### config.mk
export PLATFORM = sky130hd
export DESIGN_NAME = hazard_unit
export DESIGN_NICKNAME = d
export VERILOG_FILES = /design/src/rtl/hazard_unit.sv
export SDC_FILE = /design/constraint.sdc
export NUM_CORES = 1
export LEC_CHECK = 0
export CORE_MARGIN = 8
export CORE_UTILIZATION = 45
export DETAILED_ROUTE_END_ITERATION = 10
export GPL_TIMING_DRIVEN = 1
export PLACE_DENSITY = 0.78
export REMOVE_ABC_BUFFERS = 1
export SYNTH_ARGS = -nofsm -noshare
export SYNTH_HDL_FRONTEND = slang
export SYNTH_SLANG_ARGS = --single-unit
### constraint.sdc
create_clock -name clk -period 6.2 [get_ports clk]
set_input_delay 1.86 -clock clk [delete_from_list [all_inputs] [get_ports clk]]
set_output_delay 1.86 -clock clk [all_outputs]
set_load 0.005 [all_outputs]
### src/rtl/hazard_unit.sv
// hazard_unit: stall/flush control for load-use, multi-cycle multiply and taken branches, with perf counters
module hazard_unit #(
  parameter int MUL_LAT = 4,
  parameter int CWIDTH  = 32
) (
  input  logic              clk,
  input  logic              rstn,
  input  logic [4:0]        id_rs1_id,
  input  logic [4:0]        id_rs2_id,
  input  logic              id_use_rs1,
  input  logic              id_use_rs2,
  input  logic [4:0]        ex_rdst_id,
  input  logic              ex_we_regfile,
  input  logic              ex_mem_read,
  input  logic              ex_is_mul,
  input  logic              ex_branch_taken,
  input  logic              cnt_clear,
  output logic              pc_stall,
  output logic              if_id_stall,
  output logic              id_ex_stall,
  output logic              id_ex_flush,
  output logic              if_id_flush,
  output logic              ex_mem_bubble,
  output logic              mul_done,
  output logic [CWIDTH-1:0] stall_cycles,
  output logic [CWIDTH-1:0] flush_events
);
  typedef enum logic {IDLE, BUSY} state_t;
  localparam logic [3:0] LAST = 4'(MUL_LAT - 1);
  state_t     state;
  logic [3:0] mcnt;
  logic       mul_stall, free, br, lu;
  always_comb begin
    mul_stall     = rstn && ((state == IDLE && ex_is_mul) || (state == BUSY && mcnt < LAST));
    mul_done      = rstn && state == BUSY && mcnt == LAST;
    free          = rstn && state == IDLE && !ex_is_mul;
    br            = free && ex_branch_taken;
    lu            = free && !ex_branch_taken && ex_mem_read && ex_we_regfile && ex_rdst_id != 5'd0 &&
                    ((id_use_rs1 && id_rs1_id == ex_rdst_id) || (id_use_rs2 && id_rs2_id == ex_rdst_id));
    pc_stall      = mul_stall || lu;
    if_id_stall   = mul_stall || lu;
    id_ex_stall   = mul_stall;
    ex_mem_bubble = mul_stall;
    id_ex_flush   = br || lu;
    if_id_flush   = br;
  end
  always_ff @(posedge clk or negedge rstn) begin
    if (!rstn) begin
      state <= IDLE;
      mcnt  <= '0;
    end else if (state == IDLE) begin
      if (ex_is_mul) begin
        state <= BUSY;
        mcnt  <= 4'd1;
      end
    end else if (mcnt < LAST) begin
      mcnt <= mcnt + 4'd1;
    end else begin
      state <= IDLE;
      mcnt  <= '0;
    end
  end
  always_ff @(posedge clk or negedge rstn) begin
    if (!rstn) begin
      stall_cycles <= '0;
      flush_events <= '0;
    end else begin
      stall_cycles <= cnt_clear ? '0 : (pc_stall && !(&stall_cycles)) ? stall_cycles + 1'b1 : stall_cycles;
      flush_events <= cnt_clear ? '0 : (if_id_flush && !(&flush_events)) ? flush_events + 1'b1 : flush_events;
    end
  end
endmodule
Word level (Yosys, flattened, before mapping)
Cells that the tools add are included.
{"block": "classes", "n_addsub": 3, "n_lt_le_gt_ge": 1, "n_eq_ne": 3, "mux": 10, "n_bitwise": 1, "n_reduce_logical": 31}
{"operator": "$mux W32", "n": 4}
{"operator": "$add A32 B1 Y32 const B", "n": 2}
{"operator": "$reduce_and A32 Y1", "n": 2}
{"operator": "$logic_and A1 B1 Y1", "n": 17}
{"operator": "$mux W4", "n": 3}
{"operator": "$eq A5 B5 Y1", "n": 2}
{"operator": "$reduce_bool A2 Y1", "n": 3}
{"operator": "$reduce_bool A5 Y1", "n": 1}
{"operator": "$add A4 B1 Y4 const B", "n": 1}
{"operator": "$eq A4 B2 Y1 const B", "n": 1}
{"operator": "$logic_not A1 Y1", "n": 4}
{"operator": "$logic_or A1 B1 Y1", "n": 4}
{"operator": "$lt A4 B2 Y1 const B", "n": 1}
{"operator": "$mux W1", "n": 3}
{"operator": "$not A1 Y1", "n": 1}
{"block": "word_totals", "reg_bits": 69, "input_bits": 24, "out_inout_bits": 71}

Logic depth before layout (Yosys ltp)
{"block": "depth", "depth_word": 12, "depth_mapped": 9, "ltp_nobuf": 8}

Worst setup path after synthesis
No wires, ideal clock.
{"block": "synth_path", "path_type": "input to output", "start": "in ex_rdst_id[1]", "end": "out pc_stall", "arrival_time_ns": 3.266, "required_ns": 4.340, "setup_slack_ns": 1.074, "cell_stages": 6, "n_path_buf": 2, "path_cell_list": "or4_1 o211a_1 a21oi_2 buf_2 inv_1 buf_4"}
{"block": "synth_between", "elab_chain_cells": 5, "elab_cells_between_ends": 9, "classes_between": "2 x eq/ne; 7 x reduce/logical"}
{"element": "start, declared", "line_no": "12", "source": "input logic [4:0] ex_rdst_id,"}
{"element": "$eq A5 B5 Y1", "line_no": "39", "source": "((id_use_rs1 && id_rs1_id == ex_rdst_id) || (id_use_rs2 && id_rs2_id == ex_rdst_id));"}
{"element": "$logic_and A1 B1 Y1", "line_no": "39"}
{"element": "$logic_or A1 B1 Y1", "line_no": "39"}
{"element": "$logic_and A1 B1 Y1 *", "line_no": "38", "source": "lu = free && !ex_branch_taken && ex_mem_read && ex_we_regfile && ex_rdst_id != 5'd0 &&"}
{"element": "$logic_or A1 B1 Y1 *"}
{"element": "end, declared", "line_no": "18", "source": "output logic pc_stall,"}
Mark *: on every way between the ends. The rest lies on a longest branch, timed or not.

Worst setup path in the final report
{"block": "layout_path", "start": "in ex_rdst_id[1]", "end": "out if_id_stall"}
{"block": "layout_between", "elab_chain_cells": 5, "elab_cells_between_ends": 9, "classes_between": "2 x eq/ne; 7 x reduce/logical"}
{"element": "$eq A5 B5 Y1", "line_no": "39"}
{"element": "$logic_and A1 B1 Y1", "line_no": "39"}
{"element": "$logic_or A1 B1 Y1", "line_no": "39"}
{"element": "$logic_and A1 B1 Y1 *", "line_no": "38"}
{"element": "$logic_or A1 B1 Y1 *", "line_no": "41", "source": "if_id_stall = mul_stall || lu;"}
{"element": "end, declared", "line_no": "19", "source": "output logic if_id_stall,"}
Marks and branches as above.

==> Flow_metrics.wiki <==
{| class="wikitable"
! Metric !! Value
|-
| Outcome || complete, no violations
|-
| Area growth, synth to finish || 29.7%
|-
| Final standard cell area without fillers || 5100 um2
|-
| R2R depth || 7
|-
| WHS Path Cells || 1
|-
| Highest ir drop seen on vdd || 128 uV
|-
| CP max-delay cell || or4_1
|-
| Final count of hold timing violations || 0
|-
| Hold-fix buffer count after cts || 0
|-
| Die W || around 110 um
|-
| Global-route wire length before repair || roughly 17000 um
|-
| Max Fanout on Critical Path || 3
|-
| Worst Path Class, Setup || in2out
|-
| Antenna Diode Count || 0
|-
| Final critical delay including setup and external delays || ~5.7 ns
|-
| Vertical extent of the die || roughly 110 um
|-
| Synth top area share || 43.9%
|-
| Endpoint of the worst hold-timing path || mcnt[1]$_DFFE_PN0P_
|-
| Beginning of the worst register-to-register path || mcnt[0]$_DFFE_PN0P_
|-
| Maximum number of pins on one net before global-route repair || 42
|-
| Post-synthesis instance area || 3930 um2
|-
| Post-Synthesis Cells || 421
|-
| Clock root buffer || clkbuf_8
|-
| RePlAce Congestion || 0.822
|-
| Clock network latency to the later pin of the worst-skew pair || 0.33 ns
|-
| Core region area || 8590 um2
|-
| H-tree depth || 3
|-
| Number of nets still failing antenna checks after routing || 0
|-
| List of cells traversed by the critical path || clkdlybuf4s50_1 -> or4_1 -> o211a_1 -> a21oi_2 -> inv_1 -> clkdlybuf4s50_1
|-
| Iteration-0 DRC count of the detailed router || 146
|-
| Mean post-synth cell area || 9.34 um2
|-
| Per-cell routed wire length || 16.2 um
|-
| Number of endpoints failing setup at the final stage || 0
|-
| Sequential area share after synthesis || 43.9%
|-
| Flip-flop and latch count after synthesis || 69
|-
| Final clock skew || 0.00867 ns
|-
| Slew at the pin closest to its max-slew limit || 0.661 ns
|-
| Async set-or-reset flop fraction in the synthesized netlist || 100%
|-
| Initial antenna violation count || 0
|-
| Number of gates resized after CTS || 0
|-
| Initial Util || between 40% and 50%
|-
| Fin cells || 624
|-
| Beginning of the worst hold path || mcnt[1]$_DFFE_PN0P_
|-
| Number of remaining DRC errors || 0
|-
| Period utilization || between 90 and 100%
|-
| Max Cap Viol || 0
|-
| Worst min path class || reg2reg
|-
| Critical path buffers and inverters || 3
|-
| Via count of the first global-routing pass || between 3000 and 4000
|-
| Setup TNS Final || 0 ns
|-
| Critical Path End Type || output port
|-
| Clock slew at reported path FFs || 0.07 ns
|-
| Worst max-slew margin expressed relative to the limit || between 50 and 60%
|-
| Number of port buffers || 94
|-
| Count of boundary I/O pins || 95
|-
| Commonest cells post-synth || 69 x dfrtp_1, 49 x nor2_1, 33 x nand2_1, 29 x nand3_1, 27 x xor2_1
|-
| YS warnings || 0
|-
| Largest buffer count on any clock path || 2
|-
| CP top delay family || buffers and inverters
|-
| Library cell occupying the most area in the post-synthesis netlist || dfrtp_1
|-
| FF-to-FF End || stall_cycles[23]$_DFFE_PN0P_
|-
| Final wirelength || 10100 um
|-
| R2R setup slack || around 3.5 ns
|-
| Cell types with the largest area share after synthesis || dfrtp_1 44%, xor2_1 6.0%, nor2_1 4.7%
|-
| TritonCTS clock tree || built
|-
| Post-Place Worst Slack || 0.427 ns
|-
| Cells after DPL || 609
|-
| Number of pins exceeding their max-slew limit in the final report || 0
|-
| Total routing usage reported by global routing || 17.2%
|-
| Final Net Count || 539
|-
| Arrival time of data at the critical path endpoint || 3.87 ns
|-
| Post-CTS repair timing setup buffer count || 0
|-
| Count of flip-flops with a built-in enable after synthesis || 0
|-
| Static power due to leakage || 0.00199 uW
|-
| Critical path data required time || 4.34 ns
|-
| Flip-flop cell with the highest count after synthesis || dfrtp_1
|-
| Vias per cell || 5.70
|-
| Highest attainable clock frequency || between 150 and 200 MHz
|-
| Fraction of final layout cells with drive strength greater than 1 || 7.36%
|-
| Final HPWL from detailed placement || 7540 um
|-
| Critical path launch point type || input port
|-
| Overall overflow remaining after global route || 0
|-
| Distinct cell type count of the synthesized netlist || 55
|-
| Clock sinks || 69
|-
| Number of buffers created by CTS || 9
|-
| Number of iterations in the first detailed-routing pass || 5
|-
| Minimum setup slack in the final design || 0.466 ns
|-
| Max stage delay on crit path || roughly 0.57 ns
|-
| CP dominant cell by count || clkdlybuf4s50_1
|-
| Unrepaired setup endpoints after global routing || no
|-
| Placed standard-cell area || just under 5000 um2
|-
| Total vias in the final route || 3558
|-
| Cell area power density || 190 nW/um2
|-
| DIE AREA || 12000 um2
|-
| Dominant cell by count in the synthesized netlist || dfrtp_1
|-
| Core Rows || 34
|}
-- cells in the final DEF, fill, tap and decap left out, drive strengths merged, types with 10 or more instances in the layout --
cell type / n
nand3: 30
nand2: 34
dfrtp: 69
o31ai: 12
xnor2: 19
o21ai: 10
nor3: 14
clkbuf: 13
nor2: 49
a21oi: 21
xor2: 27
nand4: 21
clkdlybuf4s50: 92
or4: 15
and3: 18
-- final cells by class --
class                   count  area [um2]
repair buffers             98         961
well taps                 108         135
fillers                   745        3490
flip-flops and latches     69        1730
clock inverters             2        10.0
clock buffers              13         149
inverters                   5        18.8
multi-input cells         329        2100
-- registers in the layout, summed over array words and instances, names as in the netlist --
register      flops
flush_events     32
stall_cycles     32
mcnt              4
state             1
-- logic make-up (layout without fill, tap and decap cells) --
logic type | Yosys count | after routing | synth area share [%]
multiplexers | 6 | 6 | 1.65
adder cells (fa/ha/maj) | 3 | 3 | 0.955
XOR/XNOR | 46 | 46 | 10.2
AO/OA/AOI/OAI | 56 | 56 | 10.2
AND/OR/NAND/NOR | 218 | 218 | 30.3
buffers and inverters | 23 | 118 | 2.70
flip-flops | 69 | 69 | 43.9
-- worst max-delay path by stage --
stage / start / to / cells past startpoint
floorplan: ex_rdst_id[1] / if_id_stall / 4
global placement: ex_rdst_id[1] / pc_stall / 6
detailed placement: ex_rdst_id[1] / if_id_stall / 6
CTS: ex_rdst_id[1] / if_id_stall / 6
global route: ex_rdst_id[1] / if_id_stall / 6
finish: ex_rdst_id[1] / if_id_stall / 6
-- where the power goes --
part / total, uW / switching (uW) / internal (uW)
Combinational: 178 / 94.2 / 84.3
Sequential: 477 / 14.8 / 462
Clock: 311 / 158 / 153
Total: 967 / 267 / 700
-- through the flow --
stage / util, % / power, uW / hold slack (ns)
2_1_floorplan: - / 573 / 0.470
3_3_place_gp: 57.5 / 657 / 0.478
3_5_place_dp: 57.5 / 665 / 0.500
4_1_cts: 59.3 / 981 / 0.516
5_1_grt: 59.3 / 1010 / 0.544
6_report: 59.3 / 967 / 0.508
-- layer usage --
metal  global-route usage (%)  vias up  share of wire, %  wire length [um]
met4                     6.17        0               1.9               192
li1                         -     1717                 -                 -
met3                     4.28       16               6.8               690
met5                        0        -                 0                 0
met2                     29.3      108                49              4960
met1                     20.5     1717                42              4260
No activity file was read; power rests on OpenSTA's default activity.
